### src/rtl/vga_pkg.sv
// Shared VGA timing constants (640x480 @ 60 Hz from a 25 MHz pixel rate)
// and the 3-bit to 24-bit colour expansion.
package vga_pkg;
  localparam int H_DISPLAY_C = 640;
  localparam int H_FP_C      = 16;
  localparam int H_SYNC_C    = 96;
  localparam int H_BP_C      = 48;
  localparam int V_DISPLAY_C = 480;
  localparam int V_FP_C      = 10;
  localparam int V_SYNC_C    = 2;
  localparam int V_BP_C      = 33;
  localparam int H_TOTAL_C   = H_DISPLAY_C + H_FP_C + H_SYNC_C + H_BP_C;
  localparam int V_TOTAL_C   = V_DISPLAY_C + V_FP_C + V_SYNC_C + V_BP_C;

  function automatic logic [23:0] expand_rgb3(input logic [2:0] c);
    return {{8{c[2]}}, {8{c[1]}}, {8{c[0]}}};
  endfunction
endpackage

### src/rtl/vga_if.sv
// Switch input plus VGA connector / DAC outputs of the test-pattern block.
interface vga_if;
  logic [2:0]  sw;
  logic        hsync;
  logic        vsync;
  logic [2:0]  rgb;
  logic [23:0] rgb24;
  logic        video_on;
  logic        p_tick;
  logic [9:0]  pixel_x;
  logic [9:0]  pixel_y;

  modport master (input sw, output hsync, vsync, rgb, rgb24, video_on, p_tick, pixel_x, pixel_y);
  modport slave  (output sw, input hsync, vsync, rgb, rgb24, video_on, p_tick, pixel_x, pixel_y);
endinterface

### src/rtl/vga_sync_gen.sv
// Pixel divider, horizontal/vertical counters and registered sync decode.
module vga_sync_gen
  import vga_pkg::*;
#(
  parameter int H_DISPLAY = H_DISPLAY_C,
  parameter int H_FP      = H_FP_C,
  parameter int H_SYNC    = H_SYNC_C,
  parameter int H_BP      = H_BP_C,
  parameter int V_DISPLAY = V_DISPLAY_C,
  parameter int V_FP      = V_FP_C,
  parameter int V_SYNC    = V_SYNC_C,
  parameter int V_BP      = V_BP_C
) (
  input  logic       clk,
  input  logic       reset,
  output logic       p_tick_o,
  output logic       video_on_o,
  output logic       hsync_o,
  output logic       vsync_o,
  output logic [9:0] pixel_x_o,
  output logic [9:0] pixel_y_o
);
  localparam logic [9:0] H_VIS  = 10'(H_DISPLAY);
  localparam logic [9:0] H_END  = 10'(H_DISPLAY + H_FP + H_SYNC + H_BP - 1);
  localparam logic [9:0] HS_BEG = 10'(H_DISPLAY + H_FP);
  localparam logic [9:0] HS_END = 10'(H_DISPLAY + H_FP + H_SYNC - 1);
  localparam logic [9:0] V_VIS  = 10'(V_DISPLAY);
  localparam logic [9:0] V_END  = 10'(V_DISPLAY + V_FP + V_SYNC + V_BP - 1);
  localparam logic [9:0] VS_BEG = 10'(V_DISPLAY + V_FP);
  localparam logic [9:0] VS_END = 10'(V_DISPLAY + V_FP + V_SYNC - 1);

  logic       phase_q;
  logic [9:0] x_q, x_d, y_q, y_d;
  logic       hs_q, hs_d, vs_q, vs_d;

  always_comb begin
    x_d = x_q;
    y_d = y_q;
    if (phase_q) begin
      if (x_q == H_END) begin
        x_d = '0;
        y_d = (y_q == V_END) ? '0 : y_q + 10'd1;
      end else begin
        x_d = x_q + 10'd1;
      end
    end
    // Sync decoded from the next counts so the registers line up with x_q/y_q
    hs_d = !((x_d >= HS_BEG) && (x_d <= HS_END));
    vs_d = !((y_d >= VS_BEG) && (y_d <= VS_END));
  end

  always_ff @(posedge clk or posedge reset) begin
    if (reset) begin
      phase_q <= 1'b0;
      x_q     <= '0;
      y_q     <= '0;
      hs_q    <= 1'b1;
      vs_q    <= 1'b1;
    end else begin
      phase_q <= ~phase_q;
      x_q     <= x_d;
      y_q     <= y_d;
      hs_q    <= hs_d;
      vs_q    <= vs_d;
    end
  end

  assign p_tick_o   = phase_q;
  assign hsync_o    = hs_q;
  assign vsync_o    = vs_q;
  assign pixel_x_o  = x_q;
  assign pixel_y_o  = y_q;
  assign video_on_o = (x_q < H_VIS) && (y_q < V_VIS);
endmodule

### src/rtl/vga_test_pattern.sv
// Solid full-screen colour from three switches over VGA timing, with a
// 24-bit expanded copy of the blanked colour for a DAC.
module vga_test_pattern
  import vga_pkg::*;
#(
  parameter int H_DISPLAY = H_DISPLAY_C,
  parameter int H_FP      = H_FP_C,
  parameter int H_SYNC    = H_SYNC_C,
  parameter int H_BP      = H_BP_C,
  parameter int V_DISPLAY = V_DISPLAY_C,
  parameter int V_FP      = V_FP_C,
  parameter int V_SYNC    = V_SYNC_C,
  parameter int V_BP      = V_BP_C
) (
  input  logic  clk,
  input  logic  reset,
  vga_if.master bus
);
  logic       video_on;
  logic [2:0] rgb_q, rgb_d, rgb;

  vga_sync_gen #(
    .H_DISPLAY(H_DISPLAY), .H_FP(H_FP), .H_SYNC(H_SYNC), .H_BP(H_BP),
    .V_DISPLAY(V_DISPLAY), .V_FP(V_FP), .V_SYNC(V_SYNC), .V_BP(V_BP)
  ) u_sync (
    .clk       (clk),
    .reset     (reset),
    .p_tick_o  (bus.p_tick),
    .video_on_o(video_on),
    .hsync_o   (bus.hsync),
    .vsync_o   (bus.vsync),
    .pixel_x_o (bus.pixel_x),
    .pixel_y_o (bus.pixel_y)
  );

  // Colour is sampled every clk, not per pixel, so switch changes land mid-line
  assign rgb_d = bus.sw;

  always_ff @(posedge clk or posedge reset) begin
    if (reset) rgb_q <= '0;
    else       rgb_q <= rgb_d;
  end

  assign rgb          = video_on ? rgb_q : 3'b000;
  assign bus.video_on = video_on;
  assign bus.rgb      = rgb;
  assign bus.rgb24    = expand_rgb3(rgb);
endmodule

### src/flat_wrapper.sv
// flat-port wrapper written by rule: the top's interface ports become plain ports
module vga_test_pattern_flat import vga_pkg::*;
#(
  parameter int H_DISPLAY = H_DISPLAY_C,
  parameter int H_FP      = H_FP_C,
  parameter int H_SYNC    = H_SYNC_C,
  parameter int H_BP      = H_BP_C,
  parameter int V_DISPLAY = V_DISPLAY_C,
  parameter int V_FP      = V_FP_C,
  parameter int V_SYNC    = V_SYNC_C,
  parameter int V_BP      = V_BP_C
)
  (clk, reset, bus_sw, bus_hsync, bus_vsync, bus_rgb, bus_rgb24, bus_video_on, bus_p_tick, bus_pixel_x, bus_pixel_y);
  vga_if bus_i ();
  input  logic clk;
  input  logic reset;
  input wire logic [$bits(bus_i.sw)-1:0] bus_sw;
  output wire logic [$bits(bus_i.hsync)-1:0] bus_hsync;
  output wire logic [$bits(bus_i.vsync)-1:0] bus_vsync;
  output wire logic [$bits(bus_i.rgb)-1:0] bus_rgb;
  output wire logic [$bits(bus_i.rgb24)-1:0] bus_rgb24;
  output wire logic [$bits(bus_i.video_on)-1:0] bus_video_on;
  output wire logic [$bits(bus_i.p_tick)-1:0] bus_p_tick;
  output wire logic [$bits(bus_i.pixel_x)-1:0] bus_pixel_x;
  output wire logic [$bits(bus_i.pixel_y)-1:0] bus_pixel_y;
  assign bus_i.sw = bus_sw;
  assign bus_hsync = bus_i.hsync;
  assign bus_vsync = bus_i.vsync;
  assign bus_rgb = bus_i.rgb;
  assign bus_rgb24 = bus_i.rgb24;
  assign bus_video_on = bus_i.video_on;
  assign bus_p_tick = bus_i.p_tick;
  assign bus_pixel_x = bus_i.pixel_x;
  assign bus_pixel_y = bus_i.pixel_y;
  vga_test_pattern #(.H_DISPLAY(H_DISPLAY), .H_FP(H_FP), .H_SYNC(H_SYNC), .H_BP(H_BP), .V_DISPLAY(V_DISPLAY), .V_FP(V_FP), .V_SYNC(V_SYNC), .V_BP(V_BP)) u_core (.clk(clk), .reset(reset), .bus(bus_i));
endmodule
### config.mk
export PLATFORM = sky130hd
export DESIGN_NAME = vga_test_pattern_flat
export DESIGN_NICKNAME = d
export VERILOG_FILES = /design/src/rtl/vga_pkg.sv /design/src/rtl/vga_if.sv /design/src/rtl/vga_sync_gen.sv /design/src/rtl/vga_test_pattern.sv /design/src/flat_wrapper.sv
export SDC_FILE = /design/constraint.sdc
export NUM_CORES = 1
export LEC_CHECK = 0
export BUFFER_PORTS_ARGS = -buffer_cell sky130_fd_sc_hd__buf_2
export CAP_MARGIN = 0
export CORE_ASPECT_RATIO = 1.2
export CORE_MARGIN = 2
export CORE_UTILIZATION = 46
export DETAILED_ROUTE_END_ITERATION = 16
export PLACE_DENSITY = 0.75
export SYNTH_ARGS = -nofsm -noshare
export SYNTH_HDL_FRONTEND = slang
export SYNTH_SLANG_ARGS = --single-unit
### constraint.sdc
create_clock -name clk -period 2.83 [get_ports clk]
set_clock_uncertainty 0.2 [all_clocks]
set_input_delay 0.566 -clock clk [delete_from_list [all_inputs] [get_ports clk]]
set_output_delay 0.566 -clock clk [all_outputs]
set_load 0.05 [all_outputs]
==> metrics.log <==
[metrics] result of the run: complete, no violations
[metrics] CTS tree: built
[metrics] total number of yosys warnings: 0
[metrics] effective utilization at floorplan: 0.476
[metrics] GR Overflow Total: 0
[metrics] Buffers on Ports: 55
[metrics] CTS H-tree depth: 1
[metrics] time the worst path needs with I/O delays and setup: 2.43 ns
[metrics] layout cell share with drive strength beyond 1: 0.393
[metrics] reported max-cap violation count: 0
[metrics] Worst Path Buf+Inv: 1
[metrics] dominant cell type by area after synthesis: sky130_fd_sc_hd__dfrtp_1
[metrics] Residual DRC: 0
[metrics] largest net degree at the start of global routing: 27
[metrics] Leak Pwr: 0.859 nW
[metrics] final std cells w/o fill: 233
[metrics] number of nets produced by synthesis: 171
[metrics] clock root buffer: sky130_fd_sc_hd__clkbuf_8
[metrics] slowest library cell on the worst path: sky130_fd_sc_hd__dfrtp_1
[metrics] Die Width: 57.2 um
[metrics] asr flop ratio synth: 1.00
[metrics] cell count after placement: 229
[metrics] final count of negative-setup-slack endpoints: 0
[metrics] Nets: 205
[metrics] number of enable flip-flop cells after synthesis: 0
[metrics] Top Ports: 56
[metrics] Detail Route Antenna Nets: 0
[metrics] fin. max-slew vios: 0
[metrics] global routing usage summed across all routing layers: 0.169
[metrics] CP cell instances: nor2_1 -> nor2_1 -> nor3_4 -> and2_2 -> buf_2
[metrics] most frequent cells in the layout: 55 x sky130_fd_sc_hd__buf_2, 24 x sky130_fd_sc_hd__dfrtp_1, 15 x sky130_fd_sc_hd__nand2_1, 11 x sky130_fd_sc_hd__o21ai_0, 9 x sky130_fd_sc_hd__nand3_1
[metrics] number of detailed-route iterations in the first pass: 4
[metrics] category of the worst setup path capture point: output port
[metrics] Area Growth Syn to Fin: 13.8%
[metrics] reg-to-reg critical path endpoint: u_core.u_sync.pixel_y_o[3]
[metrics] # hold bufs at CTS: 0
[metrics] fraction of synthesized cell area taken by the top area cell type: 0.385
[metrics] first-pass GRT wire length: 5.06 mm
[metrics] least setup slack across all paths after layout: 0.403 ns
[metrics] Worst Reg2Reg Path Length in Cells: 7
[metrics] clk sink count: 26
[metrics] source of the worst register-to-register timing path: u_core.u_sync.pixel_y_o[0]
[metrics] portion of the post-synthesis area used by sequential elements: 0.418
[metrics] RSZ-0062 raised after global routing: no
[metrics] top cell family by delay on the critical path: simple AND/OR/NAND/NOR gates
[metrics] # diodes: 0
[metrics] path class of the lowest-slack min-delay path: input pin to asynchronous set/reset pin
[metrics] Worst R2R Setup Slack: 0.53 ns
[metrics] Wirelength per Cell: 13.2 um
[metrics] total setup buffers inserted after CTS: 0
[metrics] critical path peak fanout: 9
[metrics] DIE AREA: 3880 um2
[metrics] number of hold violations in the final report: 0
[metrics] post-placement setup slack: 0.549 ns
[metrics] max incr delay on CP: 0.47 ns
[metrics] Yosys cell types: 42
[metrics] worst setup path category: flop to output port
[metrics] post-detailed-route via-to-cell ratio: 5.40
[metrics] Clk pin slew, worst setup/hold paths: 0.09 ns
[metrics] slew margin rel.: 0.678
[metrics] final worst-path cycle share: 0.857
[metrics] power per cell area: 443 nW/um2
[metrics] fin util: 0.542
[metrics] number of CTS-inserted buffers: 3
[metrics] Vias: 1,258
[metrics] clock latency of the later-clocked register in the worst-skew pair: 0.27 ns
[metrics] core area: 3280 um2
[metrics] most common cell after layout, fill and taps aside: sky130_fd_sc_hd__buf_2
[metrics] Post-Syn Instances: 163
[metrics] data arrival at the endpoint of the critical path: 1.66 ns
[metrics] half-perimeter wire length after detailed placement: 2.27 mm
[metrics] startpoint class of the critical path: flop
[metrics] transition at the pin with the smallest max-transition slack: 0.478 ns
[metrics] maximum clock path buffer count: 2
[metrics] highest clock rate: 0.412 GHz
[metrics] standard-cell row count: 23
[metrics] post-detailed-routing wire length: 3.08 mm
[metrics] Most used DFF post-synth: sky130_fd_sc_hd__dfrtp_1
[metrics] mean cell area of the mapped netlist: 9.58 um2
[metrics] Syn Std Cell Area: 1560 um2
[metrics] VDD IR max: 0.360 mV
[metrics] final weighted congestion in routability-driven placement: 0.823
[metrics] largest cells by area after synthesis: sky130_fd_sc_hd__dfrtp_1 38%, sky130_fd_sc_hd__buf_4 12%, sky130_fd_sc_hd__nand2_1 3.6%
[metrics] height of the chip: 67.8 um
[metrics] flop and latch count out of synthesis: 26
[metrics] Iteration-0 DRC Markers: 31
[metrics] count of fill cells added during filler insertion: 319
[metrics] Gates resized, CTS repair: 0
[metrics] Worst path most repeated cell: sky130_fd_sc_hd__nor2_1
[metrics] number of antenna violations at the first check in global routing: 0
[metrics] vias in the first global route: 1,120
[metrics] Worst EP required: 2.06 ns
-- power by group --
group | total (W) | internal [W] | leakage [nW] | switching (W)
logic | 0.000107 | 0.0000178 | 0.488 | 0.0000890
clock network | 0.000307 | 0.000189 | 0.0357 | 0.000118
registers | 0.000374 | 0.000373 | 0.335 | 0.000000409
total | 0.000788 | 0.000581 | 0.859 | 0.000207
-- per-stage QoR --
| step | total power [W] | hold slack [ns] | setup TNS [ns] | cell area [um2] |
|---|---|---|---|---|
| after CTS | 0.000802 | 0.130 | 0 | 1780 |
| final | 0.000788 | 0.126 | 0 | 1780 |
| after global routing | 0.000821 | 0.164 | 0 | 1780 |
| after global placement | 0.000489 | 0.299 | 0 | 1710 |
| after detailed placement | 0.000489 | 0.311 | 0 | 1710 |
| after floorplan | 0.000490 | 0.397 | -0.634 | 1580 |
-- how the worst max path moves through the flow --
stage / startpoint / end / slack (ns) / cells after the start
6_report: u_core.u_sync.pixel_x_o[7] / bus_rgb[0] / 0.40 / 5
5_1_grt: u_core.u_sync.pixel_x_o[7] / bus_rgb[0] / 0.28 / 5
4_1_cts: u_core.u_sync.pixel_x_o[7] / bus_rgb24[2] / 0.37 / 5
3_5_place_dp: u_core.u_sync.pixel_y_o[0] / u_core.u_sync.pixel_y_o[3] / 0.55 / 7
3_3_place_gp: u_core.u_sync.pixel_y_o[1] / u_core.u_sync.pixel_y_o[3] / 0.60 / 7
2_1_floorplan: u_core.u_sync.pixel_x_o[7] / bus_rgb24[0] / -0.03 / 5
-- cells by family after synthesis --
family,Yosys count,synth area share
AO/OA/AOI/OAI,25,0.107
XOR/XNOR,9,0.0505
adder cells (fa/ha/maj),3,0.0240
buffers and inverters,34,0.147
flip-flops,26,0.418
AND/OR/NAND/NOR,66,0.252
-- per-layer routing --
metal	part of all wire	global-route usage
met5	0	0
met4	0.024	0.0843
met3	0.067	0.0246
met2	0.49	0.293
met1	0.42	0.207
-- worst reg2reg max path: stages, from the launching register on --
cell                       delay [ns]
sky130_fd_sc_hd__dfrtp_1         0.44
sky130_fd_sc_hd__inv_1           0.11
sky130_fd_sc_hd__ha_1            0.14
sky130_fd_sc_hd__or4b_4          0.45
sky130_fd_sc_hd__or4_4           0.53
sky130_fd_sc_hd__a21oi_1         0.14
sky130_fd_sc_hd__nand2b_1        0.11
sky130_fd_sc_hd__o31ai_1         0.07
-- final cells by class --
cell class | count | area, um2 | area share
clock buffer | 3 | 41.3 | 0.0232
clock inverter | 1 | 30.0 | 0.0169
inverter | 6 | 22.5 | 0.0127
multi-input combinational | 103 | 693 | 0.390
sequential | 26 | 653 | 0.368
tap | 37 | 46.3 | 0.0261
timing repair buffer | 57 | 290 | 0.163
-- cell usage after synthesis (all sizes together), types with 2 or more instances --
cell and instances:
buf 25, dfrtp 24, nand2 15, o21ai 11, nand3 10, nand4 8
inv 6, nor2 6, nor3 5, xor2 5, and2 4, xnor2 4
a21oi 3, a31oi 3, clkbuf 3, ha 3, nand2b 3, nor4 3
or3 3, and3 2, dfstp 2, or4b 2
-- state kept, by name (all words and copies together), names as in the netlist --
| signal | cells |
|---|---|
| u_core.u_sync.hsync_o | 1 |
| u_core.u_sync.vsync_o | 1 |
| u_core.u_sync.p_tick_o | 1 |
| u_core.u_sync.pixel_x_o | 10 |
| u_core.rgb_q | 3 |
| u_core.u_sync.pixel_y_o | 10 |
Note: power is estimated with default switching activity, not from simulation.
